==> src/rtl/digitalclock_timekeeper_if.sv <==
// Signal bundle between the digital-clock mode FSM / display path and the
// time-of-day counter. The master side is the mode FSM plus display consumer;
// the slave side is the timekeeper itself.
// Optional macro: TIMEKEEPER_12H_EN adds the 12-hour view (hours12, pm).
interface digitalclock_timekeeper_if;
   logic       set_hours;
   logic       set_minutes;
   logic       inc;
   logic [4:0] hours;
   logic [5:0] minutes;
   logic [5:0] seconds;
   logic       sec_tick;
`ifdef TIMEKEEPER_12H_EN
   logic [3:0] hours12;
   logic       pm;
`endif

`ifdef TIMEKEEPER_12H_EN
   modport master (
      output set_hours, set_minutes, inc,
      input  hours, minutes, seconds, sec_tick, hours12, pm
   );
   modport slave (
      input  set_hours, set_minutes, inc,
      output hours, minutes, seconds, sec_tick, hours12, pm
   );
`else
   modport master (
      output set_hours, set_minutes, inc,
      input  hours, minutes, seconds, sec_tick
   );
   modport slave (
      input  set_hours, set_minutes, inc,
      output hours, minutes, seconds, sec_tick
   );
`endif
endinterface

==> src/rtl/digitalclock_timekeeper.sv <==
// Time-of-day counter: divides clk down to a 1 Hz tick and keeps HH:MM:SS
// (24-hour) in run mode; in set mode timekeeping freezes and each rising edge
// of the debounced inc button advances hours or minutes.
// Optional macro: TIMEKEEPER_12H_EN adds combinational hours12/pm outputs
// derived from the 24-hour count. CLK_FREQ must be at least 2.
module digitalclock_timekeeper #(
   parameter int unsigned CLK_FREQ = 50000000,
   parameter int unsigned PRESC_W  = $clog2(CLK_FREQ)
) (
   input logic                      clk,
   input logic                      rst,
   digitalclock_timekeeper_if.slave tk
);

   localparam logic [PRESC_W-1:0] PRESC_TC = PRESC_W'(CLK_FREQ - 1);

   typedef enum logic [1:0] {
      MODE_RUN,
      MODE_SET_HOURS,
      MODE_SET_MINUTES
   } mode_e;

   mode_e              mode;
   logic               inc_rise;
   logic               presc_tc;

   logic [PRESC_W-1:0] presc_q,   presc_d;
   logic [4:0]         hours_q,   hours_d;
   logic [5:0]         minutes_q, minutes_d;
   logic [5:0]         seconds_q, seconds_d;
   logic               tick_q,    tick_d;
   logic               inc_q;

   // Mode decode; set_hours wins when the FSM drives both set lines.
   always_comb begin
      mode = MODE_RUN;
      if (tk.set_hours) begin
         mode = MODE_SET_HOURS;
      end else if (tk.set_minutes) begin
         mode = MODE_SET_MINUTES;
      end
   end

   assign inc_rise = tk.inc & ~inc_q;
   assign presc_tc = (presc_q == PRESC_TC);

   // Button edge-detect history, so a held button counts once.
   always_ff @(posedge clk or negedge rst) begin
      if (!rst) begin
         inc_q <= 1'b0;
      end else begin
         inc_q <= tk.inc;
      end
   end

   // Next-state: run-mode prescaler and full carry chain, or set-mode edits.
   always_comb begin
      presc_d   = presc_q;
      hours_d   = hours_q;
      minutes_d = minutes_q;
      seconds_d = seconds_q;
      tick_d    = 1'b0;

      unique case (mode)
         MODE_RUN: begin
            if (presc_tc) begin
               presc_d = '0;
               tick_d  = 1'b1;
               if (seconds_q == 6'd59) begin
                  seconds_d = '0;
                  if (minutes_q == 6'd59) begin
                     minutes_d = '0;
                     hours_d   = (hours_q == 5'd23) ? '0 : hours_q + 5'd1;
                  end else begin
                     minutes_d = minutes_q + 6'd1;
                  end
               end else begin
                  seconds_d = seconds_q + 6'd1;
               end
            end else begin
               presc_d = presc_q + PRESC_W'(1);
            end
         end

         MODE_SET_HOURS: begin
            presc_d   = '0;
            seconds_d = '0;
            if (inc_rise) begin
               hours_d = (hours_q == 5'd23) ? '0 : hours_q + 5'd1;
            end
         end

         MODE_SET_MINUTES: begin
            presc_d   = '0;
            seconds_d = '0;
            if (inc_rise) begin
               minutes_d = (minutes_q == 6'd59) ? '0 : minutes_q + 6'd1;
            end
         end

         default: begin
            presc_d = '0;
         end
      endcase
   end

   // Timekeeping state registers.
   always_ff @(posedge clk or negedge rst) begin
      if (!rst) begin
         presc_q   <= '0;
         hours_q   <= '0;
         minutes_q <= '0;
         seconds_q <= '0;
         tick_q    <= 1'b0;
      end else begin
         presc_q   <= presc_d;
         hours_q   <= hours_d;
         minutes_q <= minutes_d;
         seconds_q <= seconds_d;
         tick_q    <= tick_d;
      end
   end

   assign tk.hours    = hours_q;
   assign tk.minutes  = minutes_q;
   assign tk.seconds  = seconds_q;
   assign tk.sec_tick = tick_q;

`ifdef TIMEKEEPER_12H_EN
   logic [3:0] hours12;
   logic       pm;

   // 12-hour view of the 24-hour count: 0 shows as 12 AM, 12 as 12 PM.
   always_comb begin
      hours12 = 4'd12;
      pm      = (hours_q >= 5'd12);
      if (hours_q == 5'd0) begin
         hours12 = 4'd12;
      end else if (hours_q > 5'd12) begin
         hours12 = 4'(hours_q - 5'd12);
      end else begin
         hours12 = 4'(hours_q);
      end
   end

   assign tk.hours12 = hours12;
   assign tk.pm      = pm;
`endif

endmodule

==> src/flat_wrapper.sv <==
// flat-port wrapper written by rule: the top's interface ports become plain ports
module digitalclock_timekeeper_flat 
#(
   parameter int unsigned CLK_FREQ = 50000000,
   parameter int unsigned PRESC_W  = $clog2(CLK_FREQ)
)
  (clk, rst, tk_set_hours, tk_set_minutes, tk_inc, tk_hours, tk_minutes, tk_seconds, tk_sec_tick);
  digitalclock_timekeeper_if tk_i ();
  input logic clk;
  input logic rst;
  input wire logic [$bits(tk_i.set_hours)-1:0] tk_set_hours;
  input wire logic [$bits(tk_i.set_minutes)-1:0] tk_set_minutes;
  input wire logic [$bits(tk_i.inc)-1:0] tk_inc;
  output wire logic [$bits(tk_i.hours)-1:0] tk_hours;
  output wire logic [$bits(tk_i.minutes)-1:0] tk_minutes;
  output wire logic [$bits(tk_i.seconds)-1:0] tk_seconds;
  output wire logic [$bits(tk_i.sec_tick)-1:0] tk_sec_tick;
  assign tk_i.set_hours = tk_set_hours;
  assign tk_i.set_minutes = tk_set_minutes;
  assign tk_i.inc = tk_inc;
  assign tk_hours = tk_i.hours;
  assign tk_minutes = tk_i.minutes;
  assign tk_seconds = tk_i.seconds;
  assign tk_sec_tick = tk_i.sec_tick;
  digitalclock_timekeeper #(.CLK_FREQ(CLK_FREQ), .PRESC_W(PRESC_W)) u_core (.clk(clk), .rst(rst), .tk(tk_i));
endmodule
==> config.mk <==
export PLATFORM = sky130hd
export DESIGN_NAME = digitalclock_timekeeper_flat
export DESIGN_NICKNAME = d
export VERILOG_FILES = /design/src/rtl/digitalclock_timekeeper_if.sv /design/src/rtl/digitalclock_timekeeper.sv /design/src/flat_wrapper.sv
export SDC_FILE = /design/constraint.sdc
export NUM_CORES = 1
export LEC_CHECK = 0
export BUFFER_PORTS_ARGS = -buffer_cell sky130_fd_sc_hd__buf_2
export CORE_MARGIN = 2
export CORE_UTILIZATION = 35
export CTS_BUF_LIST = sky130_fd_sc_hd__clkbuf_8
export CTS_CLUSTER_DIAMETER = 50
export DETAILED_ROUTE_END_ITERATION = 10
export MAX_ROUTING_LAYER = met4
export PLACE_DENSITY = 0.61
export SETUP_SLACK_MARGIN = 0.5
export SLEW_MARGIN = 20
export SYNTH_ARGS = -nofsm -noshare
export SYNTH_HDL_FRONTEND = slang
export SYNTH_SLANG_ARGS = --single-unit
==> constraint.sdc <==
create_clock -name clk -period 2.6 [get_ports clk]
set_input_delay 0.26 -clock clk [delete_from_list [all_inputs] [get_ports clk]]
set_output_delay 0.26 -clock clk [all_outputs]
set_load 0.01 [all_outputs]
Word-level counts from Yosys, hierarchy flattened. Cells that the tools add are included.

Add/subtract/negate cells: 4. Eq/ne operators: 11. Multiplexer cells: 20. Bitwise logic cells: 2. Reductions and logical operators: 8.

Operator list (number): 26-bit two-way mux (2); 6-bit two-way mux (6); 26-bit by 1-bit adder with 26-bit output, second input constant (1); 26-bit == test, second input constant (1); 5-bit two-way mux (5); 6-bit one-hot mux with 2 select lines (2); 6-bit by 1-bit adder with 6-bit output, second input constant (2); 6-bit == test, second input constant (2); 2-bit by 1-bit != test with 1-bit output, second input constant (5); 5-bit one-hot mux with 2 select lines (1); 2-bit nonzero test (3); 5-bit by 1-bit adder with 5-bit output, second input constant (1); 5-bit == test, second input constant (1); 5-bit AND reduction (1); 2-bit two-way mux (2); 4-bit AND reduction (1); 2-bit by 1-bit == test with 1-bit output, second input constant (1); 2-bit == test, second input constant (1); 2-bit logical NOT (1); 1-bit two-way mux (2); 2-bit AND reduction (1); 2-bit OR reduction (1); 1-bit AND (1); 1-bit NOT (1).

Register bits after elaboration: 45. Input port bits: 5. Output and inout port bits: 18. Word-level logic and storage cells: 51.

Longest topological paths before layout. Gate-level depths: netlist of run 1.

Depth in word-level cells: 6. Gate-level depth with buffers: 8. Mapped depth without buffers: 6.

Worst setup path after synthesis of run 1. No wires, ideal clock.

Kind: register to register. From: register u_core.presc_q[16]. To: register u_core.seconds_q[4], in the netlist u_core.tk.seconds[4]. Setup time: 0.120 ns. Data arrival time: 2.369 ns. Path slack: 0.111 ns. Stages on the path, launching flop included: 6. Clock period less this slack: 2.489 ns. Cells stage by stage: dfrtp_1 -> or4b_1 -> or4_2 -> o21ai_1 -> mux2_2 -> a31o_2.

Cells in the longest elaborated chain, start to end: 3.

RTL lines: start, declared (RTL line digitalclock_timekeeper.sv:27) `logic [PRESC_W-1:0] presc_q, presc_d;`; start signal, assigned (RTL line digitalclock_timekeeper.sv:116) `presc_q <= presc_d;`; 26-bit == test (RTL line digitalclock_timekeeper.sv:45) `assign presc_tc = (presc_q == PRESC_TC);`; 2-bit by 1-bit != test with 1-bit output (no source line); 2-bit AND reduction (no source line); end signal, assigned (RTL line digitalclock_timekeeper.sv:119) `seconds_q <= seconds_d;`; end, declared (RTL line digitalclock_timekeeper.sv:30) `logic [5:0] seconds_q, seconds_d;`.

No other way between the ends. A chain may end at the register's enable or synchronous reset.

Worst setup path in the final report of run 1.
From: register u_core.presc_q[16]. To: register u_core.seconds_q[2], in the netlist u_core.tk.seconds[2].

Same word-level chain as after synthesis.

==> key figures, run 1 <==
Power
  – P_int: 1.11 mW
  – P_leak: 1.33 nW
  – Clk pwr share: 26.1%
  – Max VDD drop: 0.180 mV
  – Combinational share of power: 22.0%
  – Total Power: 1.59 mW
  – Net Sw Frac: 30.5%
  – Sw Pwr: 0.486 mW
  – Cell Pwr Density: 490 nW/um^2
  – Sequential power share: 52.0%

Synthesis
  – Area leader, netlist: dfrtp_1
  – Post-synth cell types: 48
  – Seq/Total Area, Yosys: 47.0%
  – Post-synthesis cell area: 2390 um^2
  – Syn Nets: 257
  – Main synth FF type: dfrtp_1
  – Largest cells by area after synthesis: dfrtp_1 (47%), nor2_1 (6.1%), xor2_1 (4.4%), nand3_1 (3.3%), xnor2_1 (3.3%)
  – Flops & latches, synth: 45
  – Cell count after synthesis: 247
  – Top cell type's share of synthesized area: 47.0%
  – Yosys warns: 0
  – Syn Area/Cell: 9.70 um^2
  – Post-synth ARST share: 100%
  – Number of synthesized flops with an enable pin: 0

Placed design
  – Port buffer count: 22
  – Hpwl dp: 3.52 mm
  – Placer Congestion: 0.841

Outcome
  – Status: complete, no violations

STA
  – Crit share post-route: 93.3%
  – Hold Fails Final Rpt: 0
  – Max-slew headroom at the worst pin: 61.7%
  – Fmax: 412 MHz
  – Worst slew pin tran: 0.575 ns
  – Setup tns final: 0 ns
  – Max Clock Skew: 0.0138 ns
  – Crit path time final: 2.43 ns
  – Pins Over Slew Limit: 0
  – Unrepaired setup endpoints after global routing: true
  – Count of final setup violators: 0

Die
  – Die Area: 7520 um^2
  – Num rows: 30
  – CORE AREA: 6720 um^2
  – Starting Density: 35.6%
  – I/O pin count: 23
  – Chip width: 86.7 um
  – Die H: 86.7 um

Run
  – Max_cap viols: 0

Clock network
  – Num CTS Buffers: 5
  – CTS sink cnt: 45
  – CTS Buffer Depth: 2
  – Worst-Skew Late Latency: 0.31 ns
  – CTS clk-pin slew, worst paths: 0.09 ns
  – Clock root cell: clkbuf_8
  – H-tree lvl count: 2
  – CTS tree: built

Global routing
  – Largest net degree at the start of global routing: 46
  – Remaining global-route overflow: 0
  – Global-route wire length before repair: 9.54 mm
  – Initial antenna violation count: 0
  – Tot GR Track Use: 16.5%
  – Vias in the first global route: 2081

Drt
  – Vias: 2085
  – WL per Instance: 15.8 um
  – Routed Antenna Nets: 0
  – Drt drc: 0
  – WL final: 5.98 mm
  – Initial DRC Count: 115
  – Drt via density: 5.50
  – First drt pass iteration count: 4

Cells and area
  – Most frequent cells in the layout: dfrtp_1 (45), nor2_4 (22), buf_2 (21)
  – Register Area: 1130 um^2
  – Diode count: 0
  – Area occupied by multi-input gates: 1500 um^2
  – FILL cells: 620
  – Layout cell share with drive strength beyond 1: 36.5%
  – Net total in the final layout: 308
  – Commonest non-fill, non-tap cell in the layout: dfrtp_1
  – Area grow syn2layout: 35.5%

Worst setup path
  – Worst EP required: 2.84 ns
  – Critical path type: reg2reg
  – CP Capture Type: register
  – Critical Path Source Type: register
  – Crit Path Max Fanout: 4
  – Critical Path AT: 2.67 ns

Worst hold path
  – Worst Hold Class: in2reg
[synth_stat cells, types with 5 or more instances]
master,n
ha_1,5
and3_1,5
nor3_1,11
dfrtp_1,45
xnor2_1,9
nor2_1,39
nand4_1,9
xor2_1,12
nand3_1,16
nand2_1,18
mux2_2,6
[final timing paths]
kind,startpoint,to,slack [ns],depth (start not counted)
max in group asynchronous,rst,u_core.tk.seconds[4],1.70,2
max,u_core.presc_q[16],u_core.tk.seconds[2],0.17,5
min in group asynchronous,rst,u_core.tk.minutes[2],0.48,2
min reg2reg,u_core.tk.seconds[0],u_core.tk.seconds[0],0.55,1
max reg2reg,u_core.presc_q[16],u_core.tk.seconds[2],0.17,5
min,tk_inc,u_core.inc_q,0.06,1
[flip-flops by register name (all words and copies together) (netlist names)]
register	cells
u_core.tk.hours	5
u_core.tk.minutes	6
u_core.tk.sec_tick	1
u_core.inc_q	1
u_core.presc_q	26
u_core.tk.seconds	6
[power groups by stage]
stage / logic (mW) / registers, mW / clock network [mW]
after floorplan: 0.162 / 0.849 / 0
after global placement: 0.291 / 0.835 / 0
after detailed placement: 0.299 / 0.838 / 0
after CTS: 0.331 / 0.825 / 0.430
after global routing: 0.387 / 0.836 / 0.450
final: 0.350 / 0.827 / 0.415
[per-stage QoR]
stage | util (%) | instances | hold slack (ns) | worst slack, ns | instance area [um^2]
floorplan | - | 247 | -0.0356 | 0.221 | 2410
global placement | 39.3 | 350 | 0.380 | 0.105 | 2640
detailed placement | 39.3 | 350 | 0.383 | 0.0833 | 2640
CTS | 44.4 | 373 | 0.0614 | 0.222 | 2980
global route | 48.3 | 379 | 0.0605 | 0.112 | 3250
finish | 48.3 | 379 | 0.0615 | 0.175 | 3250
[per-layer routing]
metal	vias up	GRT usage (%)	share of wire, %
met4	0	6.53	1.4
met1	1035	20.1	43
met5	-	-	0
li1	1000	-	-
met3	7	3.24	3.3
met2	43	27.1	52
[repair_timing]
| item | CTS | global route |
|---|---|---|
| hold endpoints to repair | 0 | 15 |
| cloned | 2 | 1 |
| hold buffers | 0 | 1 |
| gates resized for setup | 20 | 52 |
| pin swaps | 8 | 29 |
| buffers inserted | 13 | 4 |
| endpoints found under the setup margin | 42 | 43 |
[area by class of cell]
cell class                      instances  share of cell area, %
Clock buffer                            5                   2.12
Clock inverter                          3                  0.347
Inverter                                4                  0.463
Multi-Input combinational cell        192                   46.3
Timing Repair Buffer                   50                   13.0
Sequential cell                        45                   34.7
Tap cell                               80                   3.08
[kinds of logic (layout without fill, tap and decap cells)]
logic type	count (synthesis)	in the layout	synth area share [%]
AND/OR/NAND/NOR	129	129	28.5
buffers and inverters	10	62	1.72
AO/OA/AOI/OAI	28	28	8.36
flip-flops	45	45	47.0
adder cells (fa/ha/maj)	5	5	2.61
multiplexers	9	9	4.08
XOR/XNOR	21	21	7.68
[critical path, cell delays in order (launching register included)]
cell     delay, ns
dfrtp_1       0.38
or4b_4        0.54
or4_4         0.59
or2_4         0.26
or4_4         0.48
a21oi_2       0.13
Note: power is estimated with default switching activity, not from simulation.
==> run 2: changes to the inputs <==
--- a/config.mk
+++ b/config.mk
@@ -6,13 +6,15 @@
 export NUM_CORES = 1
 export LEC_CHECK = 0
 export BUFFER_PORTS_ARGS = -buffer_cell sky130_fd_sc_hd__buf_2
+export CELL_PAD_IN_SITES_DETAIL_PLACEMENT = 2
+export CELL_PAD_IN_SITES_GLOBAL_PLACEMENT = 2
 export CORE_MARGIN = 2
 export CORE_UTILIZATION = 35
 export CTS_BUF_LIST = sky130_fd_sc_hd__clkbuf_8
 export CTS_CLUSTER_DIAMETER = 50
 export DETAILED_ROUTE_END_ITERATION = 10
 export MAX_ROUTING_LAYER = met4
-export PLACE_DENSITY = 0.61
+export PLACE_DENSITY = 0.85
 export SETUP_SLACK_MARGIN = 0.5
 export SLEW_MARGIN = 20
 export SYNTH_ARGS = -nofsm -noshare
==> run 2 against run 1 <==
Effect of this change: sequential share of layout area rose by 0.44 points; non-clock buffer count rose by 10; largest cell class unchanged; flip-flop and latch count did not move; maximum frequency down 2.2%; global-route usage grew 7.4 points; total power up 8.3%; clock skew grew 0.0050 ns; final area down 1.2%; highest routed layer unchanged.
==> key figures, run 2 (synthesized netlist as in run 1, its figures left out) <==
Clock network
  – Num CTS Buffers: 5 (unchanged)
  – Worst-Skew Late Latency: 0.32 ns (about the same)
  – CTS tree: built
  – CTS sink cnt: 45 (unchanged)
  – Clock root cell: clkbuf_8
  – H-tree lvl count: 2 (unchanged)
  – CTS Buffer Depth: 2 (unchanged)
  – CTS clk-pin slew, worst paths: 0.10 ns (about the same)

Cells and area
  – Max reg flops: 26 (unchanged)
  – Most flops, register: u_core.presc_q
  – Net total in the final layout: 318 (+3.2%)
  – Diode count: 0 (unchanged)
  – Layout Utilization: 47.7% (-0.56 points)
  – Finished Cell Area: 3210 um^2 (-1.2%)
  – Commonest non-fill, non-tap cell in the layout: dfrtp_1
  – Area grow syn2layout: 34.0%
  – Most frequent cells in the layout: dfrtp_1 (44), nor2_1 (37), buf_4 (24)
  – Layout cell share with drive strength beyond 1: 32.7% (-3.8 points)

Power
  – P_leak: 1.41 nW (+6.0%)
  – Max VDD drop: 0.189 mV (+4.7%)
  – Total Power: 1.72 mW (+8.3%)
  – Cell Pwr Density: 537 nW/um^2 (+9.6%)

Global routing
  – Global-route wire length before repair: 13.5 mm (+41%)
  – Remaining global-route overflow: 0 (unchanged)
  – Tot GR Track Use: 24.0% (+7.4 points)
  – Largest net degree at the start of global routing: 31 (-33%)
  – Vias in the first global route: 2477 (+19%)
  – Initial antenna violation count: 0 (unchanged)

STA
  – Hold Fails Final Rpt: 0 (unchanged)
  – Count of final setup violators: 0 (unchanged)
  – Max-slew headroom at the worst pin: 59.4% (-2.2 points)
  – Fin worst setup slack: 0.121 ns (-0.0535 ns)
  – Fmax: 403 MHz (-2.2%)
  – Worst slew pin tran: 0.604 ns (+0.0288 ns)
  – Pins Over Slew Limit: 0 (unchanged)
  – Setup tns final: 0 ns (unchanged)
  – Unrepaired setup endpoints after global routing: true
  – Crit path time final: 2.48 ns (+0.0535 ns)
  – Crit share post-route: 95.3% (+2.1 points)
  – Max Clock Skew: 0.0188 ns (+0.00504 ns)

Worst setup path
  – Crit Path Max Fanout: 4 (unchanged)
  – CP Capture Type: register
  – Worst EP required: 2.80 ns (-0.04 ns)
  – Critical path type: reg2reg
  – FF-to-FF setup slack: 0.12 ns (-0.05 ns)
  – Critical Path AT: 2.68 ns (about the same)
  – Critical Path Source Type: register

Die
  – Die H: 86.7 um (unchanged)
  – I/O pin count: 23 (unchanged)
  – Starting Density: 35.6% (unchanged)
  – CORE AREA: 6720 um^2 (unchanged)
  – Chip width: 86.7 um (unchanged)
  – Num rows: 30 (unchanged)
  – Die Area: 7520 um^2 (unchanged)

Drt
  – Drt via density: 5.89 (+7.0%)
  – WL final: 9.73 mm (+63%)
  – WL per Instance: 25.0 um (+59%)
  – First drt pass iteration count: 4 (unchanged)
  – Initial DRC Count: 107 (-7.0%)
  – Vias: 2290 (+9.8%)
  – Drt drc: 0 (unchanged)
  – Routed Antenna Nets: 0 (unchanged)

Outcome
  – Status: complete, no violations

Run
  – Max_cap viols: 0 (unchanged)

Placed design
  – Placer Congestion: 0.773 (-8.1%)
  – Port buffer count: 22 (unchanged)
  – Dpl cell area: 2660 um^2 (+0.76%)
  – Hpwl dp: 4.85 mm (+38%)
  – Post-Place Setup Slack: 0.0285 ns (-0.0548 ns)

Worst hold path
  – Worst Hold Class: in2reg
[run 2: cell count changes in the layout (fill, tap and decap cells not counted), moves of 2 or more]
| cell | change |
|---|---|
| nand2_2 | -2 |
| buf_16 | -2 |
| clkbuf_8 | +2 |
| buf_4 | +5 |
| inv_1 | -3 |
| nor2_4 | -21 |
| nor2_1 | +22 |
| buf_6 | +3 |
[run 2: repair_timing]
item                                   in CTS  in global routing
resized for setup                          18                 17
pin swaps                                   6                  8
setup endpoints to repair                  43                 43
hold buffers                                1                  0
buffers inserted                           12                 14
endpoints found under the hold margin      12                  0
cloned                                      0                  3
[run 2: routing by layer]
metal	wire length (um)	share of wire, %	GRT usage (%)
met4	335	3.4	8.10
met2	5210	54	43.3
met3	329	3.4	4.19
met1	3860	40	26.5
met5	0	0	-
[run 2: worst paths after layout]
check / startpoint / endpoint / depth (start not counted)
setup / recovery: u_core.presc_q[16] / u_core.tk.seconds[2] / 7
hold / removal: tk_inc / u_core.inc_q / 1
setup reg to reg: u_core.presc_q[16] / u_core.tk.seconds[2] / 7
hold reg to reg: u_core.presc_q[0] / u_core.presc_q[0] / 1
max in group asynchronous: rst / u_core.presc_q[7] / 3
min in group asynchronous: rst / u_core.tk.minutes[0] / 2
[run 2: power breakdown]
part	internal, mW	switching [mW]
Sequential	0.755	0.0820
Clock	0.241	0.265
Combinational	0.180	0.201
[run 2: cell type report]
class,instances,area [um^2]
clock buffers,7,96.3
clock inverters,1,5.00
fillers,703,3510
inverters,4,15.0
multi-input cells,192,1360
flip-flops and latches,45,1130
well taps,80,100
repair buffers,60,504
[run 2: critical path, cell delays in order, from the launching register on]
cell and delay, ns:
dfrtp_1 0.39, or4b_4 0.55, or4_4 0.54, or2_4 0.27, buf_6 0.12, buf_6 0.13
o21ai_0 0.27, a21oi_2 0.11
[run 2: through the flow]
step / cells / hold WS, ns
global route: 389 / 0.0535
CTS: 372 / 0.0666
floorplan: 247 / -0.0356
detailed placement: 351 / 0.185
finish: 389 / 0.0585
global placement: 351 / 0.176
==> run 3: changes to the inputs <==
--- a/config.mk
+++ b/config.mk
@@ -5,14 +5,14 @@
 export SDC_FILE = /design/constraint.sdc
 export NUM_CORES = 1
 export LEC_CHECK = 0
-export BUFFER_PORTS_ARGS = -buffer_cell sky130_fd_sc_hd__buf_2
 export CELL_PAD_IN_SITES_DETAIL_PLACEMENT = 2
 export CELL_PAD_IN_SITES_GLOBAL_PLACEMENT = 2
 export CORE_MARGIN = 2
-export CORE_UTILIZATION = 35
+export CORE_UTILIZATION = 38
 export CTS_BUF_LIST = sky130_fd_sc_hd__clkbuf_8
 export CTS_CLUSTER_DIAMETER = 50
 export DETAILED_ROUTE_END_ITERATION = 10
+export DONT_BUFFER_PORTS = 1
 export MAX_ROUTING_LAYER = met4
 export PLACE_DENSITY = 0.85
 export SETUP_SLACK_MARGIN = 0.5
==> run 3 against run 2 <==
Effect of this change: utilization grew 2.3 points; combinational power down 26%; setup slack worse by 0.071 ns; sequential power grew 3.2%; critical path type unchanged; critical endpoint unchanged; largest cell class unchanged; highest routed layer unchanged.
==> key figures, run 3 (synthesized netlist as in run 1, its figures left out) <==
Placed design
  – Placer Congestion: 0.761 (-1.6%)
  – Dpl cell area: 2540 um^2 (-4.6%)
  – Placed cell count: 323 (-8.0%)
  – Port buffer count: 0 (-100%)
  – Hpwl dp: 4.76 mm (-1.8%)

Drt
  – Routed Antenna Nets: 0 (unchanged)
  – Drt via density: 6.06 (+2.9%)
  – WL per Instance: 26.6 um (+6.2%)
  – Drt drc: 0 (unchanged)
  – First drt pass iteration count: 4 (unchanged)
  – WL final: 9.48 mm (-2.6%)
  – Initial DRC Count: 117 (+9.3%)
  – Vias: 2163 (-5.5%)

STA
  – Hold Fails Final Rpt: 0 (unchanged)
  – Max-slew headroom at the worst pin: 47.6% (-12 points)
  – Pins Over Slew Limit: 0 (unchanged)
  – Worst slew pin tran: 0.779 ns (+0.176 ns)
  – Count of final setup violators: 0 (unchanged)
  – Setup tns final: 0 ns (unchanged)
  – Unrepaired setup endpoints after global routing: true
  – Crit path time final: 2.55 ns (+0.0715 ns)
  – Fmax: 392 MHz (-2.8%)
  – Crit share post-route: 98.1% (+2.7 points)
  – Max Clock Skew: 0.0184 ns (-0.000489 ns)

Worst setup path
  – Most used cell, CP: or4_4
  – Worst Setup SP: u_core.presc_q[7]
  – Worst r2r src: u_core.presc_q[7]
  – Critical Path AT: 2.80 ns (+0.12 ns)
  – Worst EP required: 2.85 ns (+0.05 ns)
  – CP max-delay cell: or4_4
  – Critical path type: reg2reg
  – Reg-to-Reg End: u_core.tk.seconds[2]
  – Critical Path Source Type: register
  – Cells along the critical path: or4b_4 -> or4_4 -> or2_4 -> or4_4 -> a21oi_2
  – Worst reg2reg path depth: 5 (-2)
  – Crit-path max cell delay: 0.57 ns (+0.02 ns)
  – CP top delay family: simple AND/OR/NAND/NOR gates
  – Critical path buffer and inverter count: 0 (-2)
  – FF-to-FF setup slack: 0.05 ns (-0.07 ns)
  – CP Capture Type: register
  – Crit Path Max Fanout: 5 (+1)

Power
  – Cell Pwr Density: 548 nW/um^2 (+2.0%)
  – P_leak: 1.23 nW (-13%)
  – Total Power: 1.64 mW (-4.6%)
  – Max VDD drop: 0.254 mV (+35%)

Global routing
  – Initial antenna violation count: 0 (unchanged)
  – Vias in the first global route: 2404 (-2.9%)
  – Largest net degree at the start of global routing: 46 (+48%)
  – Tot GR Track Use: 25.4% (+1.5 points)
  – Global-route wire length before repair: 13.5 mm (+0.10%)
  – Remaining global-route overflow: 0 (unchanged)

Cells and area
  – Max reg flops: 26 (unchanged)
  – Area grow syn2layout: 25.2%
  – Layout cell share with drive strength beyond 1: 23.4% (-9.3 points)
  – FILL cells: 621 (-12%)
  – Commonest non-fill, non-tap cell in the layout: dfrtp_1
  – Layout Utilization: 50.1% (+2.3 points)
  – Most flops, register: u_core.presc_q
  – Most frequent cells in the layout: dfrtp_1 (44), nor2_1 (37), nand2_1 (18), buf_4 (18), nand3_1 (16)
  – Net total in the final layout: 291 (-8.5%)
  – Non-filler cells, final: 357 (-8.2%)
  – Finished Cell Area: 3000 um^2 (-6.5%)
  – Diode count: 0 (unchanged)

Die
  – CORE AREA: 5990 um^2 (-11%)
  – Num rows: 28 (-6.7%)
  – Chip width: 83.4 um (-3.8%)
  – Starting Density: 40.0% (+4.3 points)
  – I/O pin count: 23 (unchanged)
  – Die Area: 6950 um^2 (-7.5%)
  – Die H: 83.4 um (-3.8%)

Clock network
  – CTS Buffer Depth: 2 (unchanged)
  – CTS sink cnt: 45 (unchanged)
  – Clock root cell: clkbuf_8
  – Num CTS Buffers: 5 (unchanged)
  – H-tree lvl count: 2 (unchanged)
  – CTS tree: built
  – CTS clk-pin slew, worst paths: 0.10 ns (about the same)
  – Worst-Skew Late Latency: 0.32 ns (about the same)

Worst hold path
  – Hold Path Cell Cnt: 2 (+1)
  – Worst Hold Class: in2reg
  – Hold Path End: u_core.tk.minutes[4]
  – Hold Crit Start: tk_set_hours

Outcome
  – Status: complete, no violations

Run
  – Max_cap viols: 0 (unchanged)
-- run 3: cell count changes in the layout (fill, tap and decap cells not counted), moves of 2 or more --
cell / delta
buf_12: -2
o22ai_2: -3
buf_16: +2
buf_2: -22
o22ai_1: +3
buf_4: -6
-- run 3: final cells by class --
cell class | instances | area [um^2] | area share (%)
well taps | 75 | 93.8 | 3.13
flip-flops and latches | 45 | 1130 | 37.6
repair buffers | 33 | 364 | 12.1
clock buffers | 7 | 96.3 | 3.21
multi-input cells | 192 | 1300 | 43.3
clock inverters | 1 | 5.00 | 0.167
inverters | 4 | 15.0 | 0.501
-- run 3: how the worst max path moves through the flow --
stage,endpoint,slack [ns],cells after the start
6_report,u_core.tk.seconds[2],0.05,5
5_1_grt,u_core.tk.seconds[2],0.01,5
4_1_cts,u_core.tk.seconds[2],0.14,5
3_5_place_dp,u_core.tk.hours[0],0.08,5
3_3_place_gp,u_core.tk.hours[0],0.14,5
2_1_floorplan,u_core.tk.seconds[2],0.22,6
-- run 3: timing repair --
| item | CTS | global route |
|---|---|---|
| endpoints found under the setup margin | 42 | 43 |
| pin swaps | 3 | 8 |
| hold buffers | 3 | 0 |
| gates resized for setup | 12 | 13 |
| cloned | 1 | 1 |
| buffers inserted | 12 | 9 |
| endpoints found under the hold margin | 46 | 0 |
-- run 3: through the flow --
stage | setup slack, ns | hold slack [ns]
after global routing | 0.0123 | 0.194
after global placement | 0.138 | -0.0339
after CTS | 0.140 | 0.173
final | 0.0499 | 0.164
after floorplan | 0.221 | -0.0356
after detailed placement | 0.0782 | -0.0345
-- run 3: power breakdown --
part	total [mW]	switching (mW)	internal, mW
Sequential	0.864	0.109	0.754
Combinational	0.283	0.147	0.135
Clock	0.498	0.257	0.241
-- run 3: per-layer routing --
| layer | up-vias | wire length (um) | global-route usage (%) |
|---|---|---|---|
| li1 | 961 | - | - |
| met1 | 1147 | 3960 | 31.3 |
| met2 | 39 | 5000 | 43.2 |
| met3 | 16 | 272 | 4.47 |
| met4 | 0 | 249 | 6.86 |
| met5 | - | 0 | - |
